==> config.mk <==
export PLATFORM = sky130hd
export DESIGN_NAME = uart_rx_bit_sampler
export DESIGN_NICKNAME = d
export VERILOG_FILES = /design/src/rtl/uart_rx_bit_sampler.sv
export SDC_FILE = /design/constraint.sdc
export NUM_CORES = 1
export LEC_CHECK = 0
export CAP_MARGIN = 20
export CORE_UTILIZATION = 37
export DETAILED_ROUTE_END_ITERATION = 8
export SETUP_SLACK_MARGIN = 0.4
export SLEW_MARGIN = 20
export SYNTH_ARGS = -nofsm -noshare
export SYNTH_HDL_FRONTEND = slang
export SYNTH_SLANG_ARGS = --single-unit
==> constraint.sdc <==
create_clock -name clk -period 3.9 [get_ports clk]
set_input_delay 0.975 -clock clk [delete_from_list [all_inputs] [get_ports clk]]
set_output_delay 0.975 -clock clk [all_outputs]
set_load 0.02 [all_outputs]
==> src/rtl/uart_rx_bit_sampler.sv <==
`default_nettype none
`timescale 1ns/1ps
// +--------------------------------------------------------------------------+
// | Module      : uart_rx_bit_sampler                                        |
// | Description : UART Rx front end: synchroniser, 16x oversampling, 3-tick  |
// |               majority vote and 12-bit frame word assembly.              |
// |               Optional break detection under RX_BREAK_DETECT_EN.         |
// | Revision    : 1.0 - initial release                                      |
// +--------------------------------------------------------------------------+
module uart_rx_bit_sampler #(
  parameter int SYNC_STAGES = 3,
  parameter int SAMPLE_MID  = 8
) (
  input  logic        clk,
  input  logic        rst,
  input  logic        Rx_i,
  input  logic        BaudSig_i,
  input  logic        p_ParityEnable_i,
  output logic [11:0] byte_o,
  output logic        Bit_Synch_o,
  output logic        Byte_Synch_o,
  output logic [4:0]  State_o,
  output logic [3:0]  BitWidthCnt_o,
`ifdef RX_BREAK_DETECT_EN
  output logic        p_Break_o,
`endif
  output logic        p_FrameError_o
);

  localparam logic [3:0] c_TICK_A    = 4'(SAMPLE_MID - 1);
  localparam logic [3:0] c_TICK_B    = 4'(SAMPLE_MID);
  localparam logic [3:0] c_TICK_C    = 4'(SAMPLE_MID + 1);
  localparam logic [3:0] c_TICK_LAST = 4'd15;
  localparam logic [2:0] c_LAST_DATA = 3'd7;

  typedef enum logic [4:0] {
    IDLE = 5'b0_0001,
    STRT = 5'b0_0010,
    DATA = 5'b0_0100,
    PARI = 5'b0_1000,
    STOP = 5'b1_0000
  } state_t;

  state_t                 r_state;
  logic [SYNC_STAGES-1:0] r_sync;
  logic [SYNC_STAGES:0]   r_fill;
  logic                   r_rx_d;
  logic [3:0]             r_cnt;
  logic                   r_s0;
  logic                   r_s1;
  logic [2:0]             r_bitidx;
  logic                   r_par_en;
  logic [8:0]             r_frame;
  logic                   r_par;
  logic [11:0]            r_byte;
  logic                   r_bit_synch;
  logic                   r_byte_synch;
  logic                   r_ferr;

  logic w_rx;
  logic w_armed;
  logic w_fall;
  logic w_start;
  logic w_tick_a;
  logic w_tick_b;
  logic w_tick_c;
  logic w_wrap;
  logic w_vote;

  always_ff @(posedge clk or posedge rst) begin
    if (rst) begin
      r_sync <= '1;
      r_fill <= '0;
      r_rx_d <= 1'b1;
    end else begin
      r_sync <= {r_sync[SYNC_STAGES-2:0], Rx_i};
      r_fill <= {r_fill[SYNC_STAGES-1:0], 1'b1};
      r_rx_d <= w_rx;
    end
  end

  // Edges are ignored until the synchroniser holds real line data, so a line
  // that is low at reset release is not mistaken for a start bit.
  assign w_rx     = r_sync[SYNC_STAGES-1];
  assign w_armed  = r_fill[SYNC_STAGES];
  assign w_fall   = w_armed & r_rx_d & ~w_rx;
  assign w_tick_a = BaudSig_i && (r_cnt == c_TICK_A);
  assign w_tick_b = BaudSig_i && (r_cnt == c_TICK_B);
  assign w_tick_c = BaudSig_i && (r_cnt == c_TICK_C);
  assign w_wrap   = BaudSig_i && (r_cnt == c_TICK_LAST);
  assign w_vote   = (r_s0 & r_s1) | (r_s0 & w_rx) | (r_s1 & w_rx);

`ifdef RX_BREAK_DETECT_EN
  logic       r_all_zero;
  logic       r_hold;
  logic [3:0] r_hold_cnt;
  logic       r_brk;
  assign w_start   = w_fall & ~r_hold;
  assign p_Break_o = r_brk;
`else
  assign w_start   = w_fall;
`endif

  always_ff @(posedge clk or posedge rst) begin
    if (rst) begin
      r_state      <= IDLE;
      r_cnt        <= 4'd0;
      r_s0         <= 1'b1;
      r_s1         <= 1'b1;
      r_bitidx     <= 3'd0;
      r_par_en     <= 1'b0;
      r_frame      <= 9'd0;
      r_par        <= 1'b0;
      r_byte       <= 12'h000;
      r_bit_synch  <= 1'b0;
      r_byte_synch <= 1'b0;
      r_ferr       <= 1'b0;
`ifdef RX_BREAK_DETECT_EN
      r_all_zero   <= 1'b0;
      r_hold       <= 1'b0;
      r_hold_cnt   <= 4'd0;
      r_brk        <= 1'b0;
`endif
    end else begin
      r_bit_synch  <= 1'b0;
      r_byte_synch <= 1'b0;
      r_ferr       <= 1'b0;
`ifdef RX_BREAK_DETECT_EN
      r_brk        <= 1'b0;
`endif
      if (r_state != IDLE) begin
        if (BaudSig_i) r_cnt <= r_cnt + 4'd1;
        if (w_tick_a)  r_s0  <= w_rx;
        if (w_tick_b)  r_s1  <= w_rx;
      end

      case (r_state)
        IDLE: begin
`ifdef RX_BREAK_DETECT_EN
          // After a break the line must stay high for a full bit time.
          if (r_hold && BaudSig_i) begin
            if (!w_rx) begin
              r_hold_cnt <= 4'd0;
            end else if (r_hold_cnt == c_TICK_LAST) begin
              r_hold     <= 1'b0;
              r_hold_cnt <= 4'd0;
            end else begin
              r_hold_cnt <= r_hold_cnt + 4'd1;
            end
          end
`endif
          if (w_start) begin
            r_state  <= STRT;
            r_cnt    <= 4'd0;
            r_bitidx <= 3'd0;
            r_par    <= 1'b0;
            r_par_en <= p_ParityEnable_i;
          end
        end

        STRT: begin
          if (w_tick_c) begin
            if (w_vote) begin
              r_state <= IDLE;
              r_cnt   <= 4'd0;
            end else begin
              r_frame <= {r_frame[7:0], w_vote};
`ifdef RX_BREAK_DETECT_EN
              r_all_zero <= 1'b1;
`endif
            end
          end else if (w_wrap) begin
            r_state <= DATA;
          end
        end

        DATA: begin
          if (w_tick_c) begin
            r_frame     <= {r_frame[7:0], w_vote};
            r_bit_synch <= 1'b1;
`ifdef RX_BREAK_DETECT_EN
            if (w_vote) r_all_zero <= 1'b0;
`endif
          end else if (w_wrap) begin
            if (r_bitidx == c_LAST_DATA) begin
              r_state  <= r_par_en ? PARI : STOP;
              r_bitidx <= 3'd0;
            end else begin
              r_bitidx <= r_bitidx + 3'd1;
            end
          end
        end

        PARI: begin
          if (w_tick_c) begin
            r_par       <= w_vote;
            r_bit_synch <= 1'b1;
`ifdef RX_BREAK_DETECT_EN
            if (w_vote) r_all_zero <= 1'b0;
`endif
          end else if (w_wrap) begin
            r_state <= STOP;
          end
        end

        STOP: begin
          // Return to IDLE at the vote, not the wrap, to catch back-to-back frames.
          if (w_tick_c) begin
            r_state     <= IDLE;
            r_cnt       <= 4'd0;
            r_bit_synch <= 1'b1;
            if (w_vote) begin
              r_byte       <= {r_frame, r_par, 1'b1, 1'b0};
              r_byte_synch <= 1'b1;
            end else begin
              r_ferr <= 1'b1;
`ifdef RX_BREAK_DETECT_EN
              if (r_all_zero) begin
                r_brk      <= 1'b1;
                r_hold     <= 1'b1;
                r_hold_cnt <= 4'd0;
              end
`endif
            end
          end
        end

        default: begin
          r_state <= IDLE;
          r_cnt   <= 4'd0;
        end
      endcase
    end
  end

  assign byte_o         = r_byte;
  assign Bit_Synch_o    = r_bit_synch;
  assign Byte_Synch_o   = r_byte_synch;
  assign State_o        = r_state;
  assign BitWidthCnt_o  = r_cnt;
  assign p_FrameError_o = r_ferr;

endmodule
`default_nettype wire
Yosys cells after proc, flatten, opt, wreduce, memory -nomap -nowiden:

Cells that the tools add are included.

* bitwise operators: 8
* div/mod/pow operators: 0
* $mul: 0
* reductions and logical operators: 17
* shift-type cells: 0
* $lt $le $gt $ge: 0
* $add $sub $neg: 2
* muxes and demuxes: 39
* equality and inequality tests: 24

Operators with widths (count)
* $mux 5: 11
* $mux 9: 3
* $pmux 5 s5: 1
* $mux 4: 6
* $ne 2x2->1 const B: 11
* $pmux 9 s2: 1
* $pmux 4 s4: 1
* $eq 4x4->1 const B: 3
* $mux 3: 4
* $mux 1: 10
* $reduce_and 9->1: 1
* $reduce_and 4->1: 2
* $ne 3x3->1 const B: 2
* $pmux 3 s2: 1
* $reduce_and 2->1: 3
* $reduce_and 3->1: 2
* $reduce_bool 2->1: 3
* $and 1x1->1: 5
* $eq 5x1->1 const B: 1
* $eq 5x2->1 const B: 1
* $eq 5x3->1 const B: 1
* $eq 5x4->1 const B: 1
* $eq 5x5->1 const B: 1
* $ne 5x1->1 const B: 1
* 10 further kinds: 14

* bits in registers: 47
* RAM bits: 0
* bits in read-only memories: 0
* bits in latches: 0
* memories: 0
* output and inout bits: 24

Longest topological paths before layout:

Gate-level depths: netlist of run 1.

* depth after elaboration: 6
* depth in mapped cells: 8
* gate-level depth less buffers: 7

Worst setup path before layout of run 1:

Ideal clock, no wire load.

* path kind: input -> register
* start: input port BaudSig_i
* end: register r_byte[11] (netlist: byte_o[11])
* stages: 6
* path buffers: 2
* data required time: 3.775 ns
* setup slack: 1.657 ns
* library setup time: 0.125 ns
* arrival time: 2.118 ns
* cell sequence: and4b_1 clkbuf_1 nand2_1 nor2_1 buf_2 mux2_2

* word-level cells in the longest chain between the ends: 2

RTL lines
* start: declaration: RTL line 17 `input logic BaudSig_i,`
* $logic_and 1x1->1: RTL line 89 `assign w_tick_c = BaudSig_i && (r_cnt == c_TICK_C);`
* $reduce_and 3->1 (no source line)
* end signal: assignment: RTL line 213 `r_byte <= {r_frame, r_par, 1'b1, 1'b0};`
* end: declaration: RTL line 55 `logic [11:0] r_byte;`

No other way between the ends.
A chain may end at the register's enable or synchronous reset.

Final worst setup path of run 1:

* start: register r_state[2] (netlist: State_o[2])
* end: output port State_o[2]

RTL lines
* start: declaration: RTL line 44 `state_t r_state;`
* start signal: assignment: RTL line 186 `r_state <= r_par_en ? PARI : STOP;`
* end: declaration: RTL line 22 `output logic [4:0] State_o,`

No word-level cell between the ends.

==> results of run 1 <==
-- flip-flops by register name, summed over array words and instances, names as in the netlist, 3 cells and up --
name,count
r_frame,9
BitWidthCnt_o,4
r_sync,3
r_bitidx,3
State_o,5
byte_o,11
r_fill,4
-- report_power, final --
part | internal (mW) | leakage (nW) | switching [mW] | total (mW)
clock | 0.193 | 0.0548 | 0.170 | 0.364
sequential | 0.524 | 0.619 | 0.0463 | 0.570
combinational | 0.131 | 0.462 | 0.179 | 0.310
total | 0.848 | 1.13 | 0.395 | 1.24
-- worst min path at each step --
stage	startpoint	endpoint	slack, ps	cells after the start
2_1_floorplan	r_fill[0]$_DFF_PP0_	r_fill[1]$_DFF_PP0_	330	0
3_3_place_gp	r_fill[2]$_DFF_PP0_	r_fill[3]$_DFF_PP0_	330	0
3_5_place_dp	r_fill[1]$_DFF_PP0_	r_fill[2]$_DFF_PP0_	340	0
4_1_cts	r_sync[1]$_DFF_PP1_	r_sync[2]$_DFF_PP1_	360	0
5_1_grt	r_sync[1]$_DFF_PP1_	r_sync[2]$_DFF_PP1_	370	0
6_report	r_fill[2]$_DFF_PP0_	r_fill[3]$_DFF_PP0_	360	0
-- logic make-up (layout without fill, tap and decap cells) --
| group | count (synthesis) | count (layout) | share of synthesized area, % |
|---|---|---|---|
| AOI/OAI and AO/OA | 39 | 39 | 12.4 |
| adders and majority gates | 6 | 6 | 3.43 |
| xor gates and xnor gates | 2 | 2 | 0.828 |
| other | 2 | 2 | 0.355 |
| DFF | 47 | 47 | 56.0 |
| muxes | 21 | 21 | 11.2 |
| and+or+nand+nor | 48 | 48 | 12.7 |
| buffers and inverters | 14 | 44 | 3.13 |
-- area by class of cell --
cell class / instances / area, um^2
multi-input combinational: 118 / 865
sequential: 47 / 1180
tap: 72 / 90.1
inverter: 7 / 26.3
clock inverter: 3 / 46.3
timing repair buffer: 29 / 298
fill: 517 / 2930
clock buffer: 5 / 68.8
-- worst register-to-register path: cells and delay by family (launching register included) --
kind | cells | cell delay (ps)
multiplexers | 1 | 350
AND/OR/NAND/NOR | 4 | 1240
flip-flops | 1 | 530
-- routing by layer --
metal | part of all wire [%] | track usage [%] | vias up | wire length [um]
li1 | - | - | 701 | -
met1 | 49 | 20.9 | 715 | 1960
met2 | 45 | 21.9 | 37 | 1780
met3 | 3.9 | 3.65 | 8 | 156
met4 | 2.0 | 5.85 | 0 | 81
met5 | 0 | 0 | - | 0
-- Yosys cell counts, drive strengths merged, types with 3 or more instances --
| library cell | n | area, um^2 |
|---|---|---|
| dfrtp | 40 | 1000 |
| mux2 | 21 | 236 |
| o21ai | 13 | 65.1 |
| nand2 | 11 | 43.8 |
| nor2 | 10 | 37.5 |
| a21oi | 9 | 48.8 |
| dfstp | 7 | 184 |
| inv | 7 | 26.3 |
| nand3 | 6 | 30.0 |
| a31oi | 5 | 31.3 |
| ha | 5 | 62.6 |
| buf | 4 | 28.8 |
| nor3 | 4 | 20.0 |
| a22oi | 3 | 22.5 |
| clkbuf | 3 | 11.3 |
| nand4b | 3 | 26.3 |
-- metrics by stage --
step | setup WS (ps) | utilization, % | hold slack, ps | cell area (um^2)
global placement | 1210 | 44.4 | 334 | 2440
global route | 1290 | 46.8 | 367 | 2580
finish | 1370 | 46.8 | 357 | 2580
floorplan | 1660 | - | 331 | 2120
detailed placement | 1170 | 44.4 | 341 | 2440
CTS | 1360 | 46.5 | 363 | 2560
==> out/results.txt, run 1 <==
Unique masters post-synth = 46
area delta synth->final = 21.9%
starting density of the core = 38.4%
CTS Buf Count = 5
Cells after Synth = 179
PostCTS Resize Cnt = 0
critical path arrival = 1560 ps
ant diodes = 0
status = finished with violations
Req. time, crit path = 2920 ps
CP max-delay cell = clkdlybuf4s50_1
Power, Total = 1.24 mW
Critical Path End Type = primary output
Peak Freq = 0.395 GHz
CP delay by family, top = buffers and inverters
Setup-failing EPs final = 0
DR WL/cell = 14.2 um
global-route wire length before repair = 6930 um
Non-Filler Instances = 281
total grt overflow = 0
DPL Wire Length = 2730 um
Synth Register Bits = 47
TNS Setup = 0 ps
GRT Resource Usage Total = 14.9%
Port Buffers = 27
RSZ-0062 raised after global routing = no
minimum clock period = 2530 ps
crit-path cells = clkdlybuf4s50_1
placed insts = 272
Die Y = 77.6 um
worst flop-to-flop path endpoint = r_frame[8]$_DFFE_PP0P_
TritonCTS clock tree = done
commonest non-fill, non-tap cell in the layout = dfrtp_1
cts hold-fix bufs = 0
clock sink total = 47
Root Buffer = clkbuf_8
VDD IR max = 266 uV
detailed-route DRC error count = 2
Syn Nets = 189
crit path to = State_o[2]
row cnt = 27
Hold Fails Final Rpt = 0
Worst Skew = 15.3 ps
yosys warns = 0
dominant synthesized flop cell = dfrtp_1
insertion delay to the later sink of the worst-skew pair = 300 ps
R2R depth = 5
WP depth = 1
register area share after synthesis = 56.0%
Max-slew headroom = 66.1%
Ports = 29
DRT iter0 DRCs = 210
Setup CP Type = register to primary output
initial antenna violation count = 0
post-route ant nets = 0
worst hold-check path type = register to register
placer congestion estimate = 0.822
clk buf depth = 2
crit-path max FO = 13
maxcap violations = 0
Crit. Startpoint = State_o[2]$_DFFE_PP0P_
fin crit share = 65.0%
Largest stage delay, worst path = 680 ps
clock slew at reported path FFs = 90 ps
TritonRoute pass-1 iters = 6
vias in the first global route = 1427
Slew Limit Fails = 0
Via Count = 1461
Worst Tran Pin Value = 501 ps
FF-to-FF setup slack = 1690 ps
H-Tree Depth = 2
Vias/cell = 5.20
Core Area = 5510 um^2
Synth Cell Area = 2120 um^2
share of layout cells above drive strength 1 = 21.5%
largest net degree at the start of global routing = 48
Post-synth EDFFs = 0
mean area per synthesized cell = 11.8 um^2
Detailed Route WL = 3990 um
CP bufs+invs = 1
crit start category = register
failing checks = design-rule violations
power per cell area = 482 nW/um^2
Die Width = 77.6 um
ys async rst share = 100%
LEAKAGE = 1.13 nW
RR Startpoint = State_o[2]$_DFFE_PP0P_
final net count = 218
number of setup buffers added after CTS = 0
most frequent cells in the layout = dfrtp_1, clkdlybuf4s50_1, mux2_2
die area = 6020 um^2
Note: power is estimated with default switching activity, not from simulation.
==> inputs of run 2 (changes only) <==
==> constraint.sdc (replaced) <==
create_clock -name clk -period 2.3 [get_ports clk]
set_input_delay 0.575 -clock clk [delete_from_list [all_inputs] [get_ports clk]]
set_output_delay 0.575 -clock clk [all_outputs]
set_load 0.02 [all_outputs]
==> run 2 against run 1 <==
  * The run now ends clean
  * Non-clock buffer count increased by 17
  * Via count increased by 4.2%
  * Sequential share of layout area decreased by 3.1 points
  * Utilization increased by 3.5 points
  * Final cell count increased by 6.0%
==> out/results.txt, run 2 (same netlist as run 1, synthesis figures left out) <==
status = finished, final reports clean
power per cell area = 771 nW/um^2 (+60%)
fin crit share = 88.6%
DR WL/cell = 13.7 um (-3.3%)
clock share of power = 23.4% (-5.8 points)
GRT Resource Usage Total = 14.9% (about the same)
starting density of the core = 38.4% (unchanged)
DPL Wire Length = 2940 um (+7.7%)
insertion delay to the later sink of the worst-skew pair = 290 ps (about the same)
Hold Fails Final Rpt = 0 (unchanged)
Die Y = 77.6 um (unchanged)
area delta synth->final = 31.0%
Internal = 1.44 mW (+70%)
Layout Utilization = 50.3% (+3.5 points)
hold_ws = 351 ps (-5.97 ps)
DRT iter0 DRCs = 56 (-73%)
clock slew at reported path FFs = 80 ps (about the same)
ant diodes = 0 (unchanged)
FF-to-FF setup slack = 260 ps (-1430 ps)
Peak Freq = 0.491 GHz
H-Tree Depth = 2 (unchanged)
maxcap violations = 0 (unchanged)
crit start category = register
Ports = 29 (unchanged)
Port Buffers = 27 (unchanged)
Reg power frac = 44.2% (-1.6 points)
Power, Total = 2.14 mW (+72%)
commonest non-fill, non-tap cell in the layout = dfrtp_1
Max-slew headroom = 66.3% (+0.23 points)
clk buf depth = 2 (unchanged)
critical path arrival = 2260 ps (+700 ps)
storage element area = 1190 um^2 (+0.32%)
worst hold-check path type = register to register
Req. time, crit path = 2520 ps (-400 ps)
R2R depth = 6 (+1)
Non-Filler Instances = 298 (+6.0%)
sw frac = 32.6% (+0.85 points)
Root Buffer = clkbuf_8
final net count = 235 (+7.8%)
hold-critical path depth = 0 (unchanged)
LEAKAGE = 1.30 nW (+14%)
Hold EP = r_fill[3]$_DFF_PP0_
vias in the first global route = 1428 (+0.070%)
share of layout cells above drive strength 1 = 35.0% (+13 points)
placed insts = 281 (+3.3%)
crit-path max FO = 7 (-6)
detailed-route DRC error count = 0 (-2)
Slew Limit Fails = 0 (unchanged)
Critical Path End Type = register
min-delay src = r_fill[2]$_DFF_PP0_
RSZ-0062 raised after global routing = yes
Setup CP Type = register to register
CTS Buf Count = 5 (unchanged)
max FFs per register = 11 (unchanged)
placer congestion estimate = 0.813 (-1.2%)
minimum clock period = 2040 ps
RR Startpoint = State_o[2]$_DFFE_PP0P_
Core Area = 5510 um^2 (unchanged)
worst flop-to-flop path endpoint = BitWidthCnt_o[1]$_DFF_PP0_
Worst Skew = 2.61 ps (-12.7 ps)
total grt overflow = 0 (unchanged)
row cnt = 27 (unchanged)
TritonRoute pass-1 iters = 4 (-2)
global-route wire length before repair = 6960 um (+0.30%)
VDD IR max = 406 uV (+52%)
Detailed Route WL = 4090 um (+2.6%)
die area = 6020 um^2 (unchanged)
TritonCTS clock tree = done
Worst Tran Pin Value = 501 ps (-0.273 ps)
Combinational Power Share = 32.3% (+7.4 points)
Die Width = 77.6 um (unchanged)
largest net degree at the start of global routing = 22 (-54%)
most frequent cells in the layout = dfrtp_1, mux2_2, clkdlybuf4s50_1, buf_4, o21ai_0
area occupied by multi-input gates = 948 um^2 (+9.7%)
Via Count = 1522 (+4.2%)
TNS Setup = 0 ps (unchanged)
initial antenna violation count = 0 (unchanged)
switching power total = 698 uW (+76%)
clock sink total = 47 (unchanged)
post-route ant nets = 0 (unchanged)
FILL cells = 513 (-0.77%)
Vias/cell = 5.11 (-1.8%)
Setup-failing EPs final = 0 (unchanged)
==> run 2: routing by layer <==
layer / track usage, % / routed length (um)
met1: 20.4 / 1960
met2: 22.2 / 1970
met3: 4.24 / 122
met4: 5.47 / 41
met5: 0 / 0
==> run 2: worst max path at each step <==
stage,from,end,slack (ps),depth (start not counted)
floorplan,State_o[3]$_DFFE_PP0P_,r_frame[8]$_DFFE_PP0P_,250,6
detailed placement,BaudSig_i,State_o[1]$_DFFE_PP0P_,90,5
CTS,State_o[2]$_DFFE_PP0P_,BitWidthCnt_o[3]$_DFF_PP0_,270,5
finish,State_o[2]$_DFFE_PP0P_,BitWidthCnt_o[1]$_DFF_PP0_,260,6
global placement,BaudSig_i,State_o[1]$_DFFE_PP0P_,120,5
global route,State_o[2]$_DFFE_PP0P_,BitWidthCnt_o[2]$_DFF_PP0_,150,5
==> run 2: critical path, cell delays in order (launching register included) <==
cell and delay, ps:
dfrtp_1 390, or4b_4 570, or3_4 410, a32oi_4 290
buf_4 180, inv_2 30, a21oi_2 100
==> run 2: metrics by stage <==
step | setup slack (ps) | instance area (um^2)
final | 262 | 2770
after global routing | 148 | 2770
after CTS | 267 | 2690
after detailed placement | 95.0 | 2550
after global placement | 120 | 2550
after floorplan | 249 | 2150
==> run 2: power groups by stage <==
stage               clock network (mW)  registers (mW)  logic (mW)
finish                           0.501           0.946       0.691
detailed placement                   0           0.984       0.553
global placement                     0           0.985       0.546
CTS                              0.527           0.944       0.622
global route                     0.561           0.957       0.757
floorplan                            0           0.998       0.358
==> run 2: cell type report <==
| type | count | area share [%] |
|---|---|---|
| flip-flops and latches | 47 | 42.9 |
| clock buffers | 7 | 3.12 |
| multi-input cells | 118 | 34.2 |
| well taps | 72 | 3.25 |
| clock inverters | 1 | 0.316 |
| inverters | 7 | 0.948 |
| repair buffers | 46 | 15.3 |
==> run 2: repair_timing <==
action / 4_1_cts / 5_1_grt
hold buffers: 0 / 0
endpoints found under the setup margin: 36 / 28
gates resized for setup: 12 / 13
pin swaps: 0 / 5
buffers inserted: 4 / 5
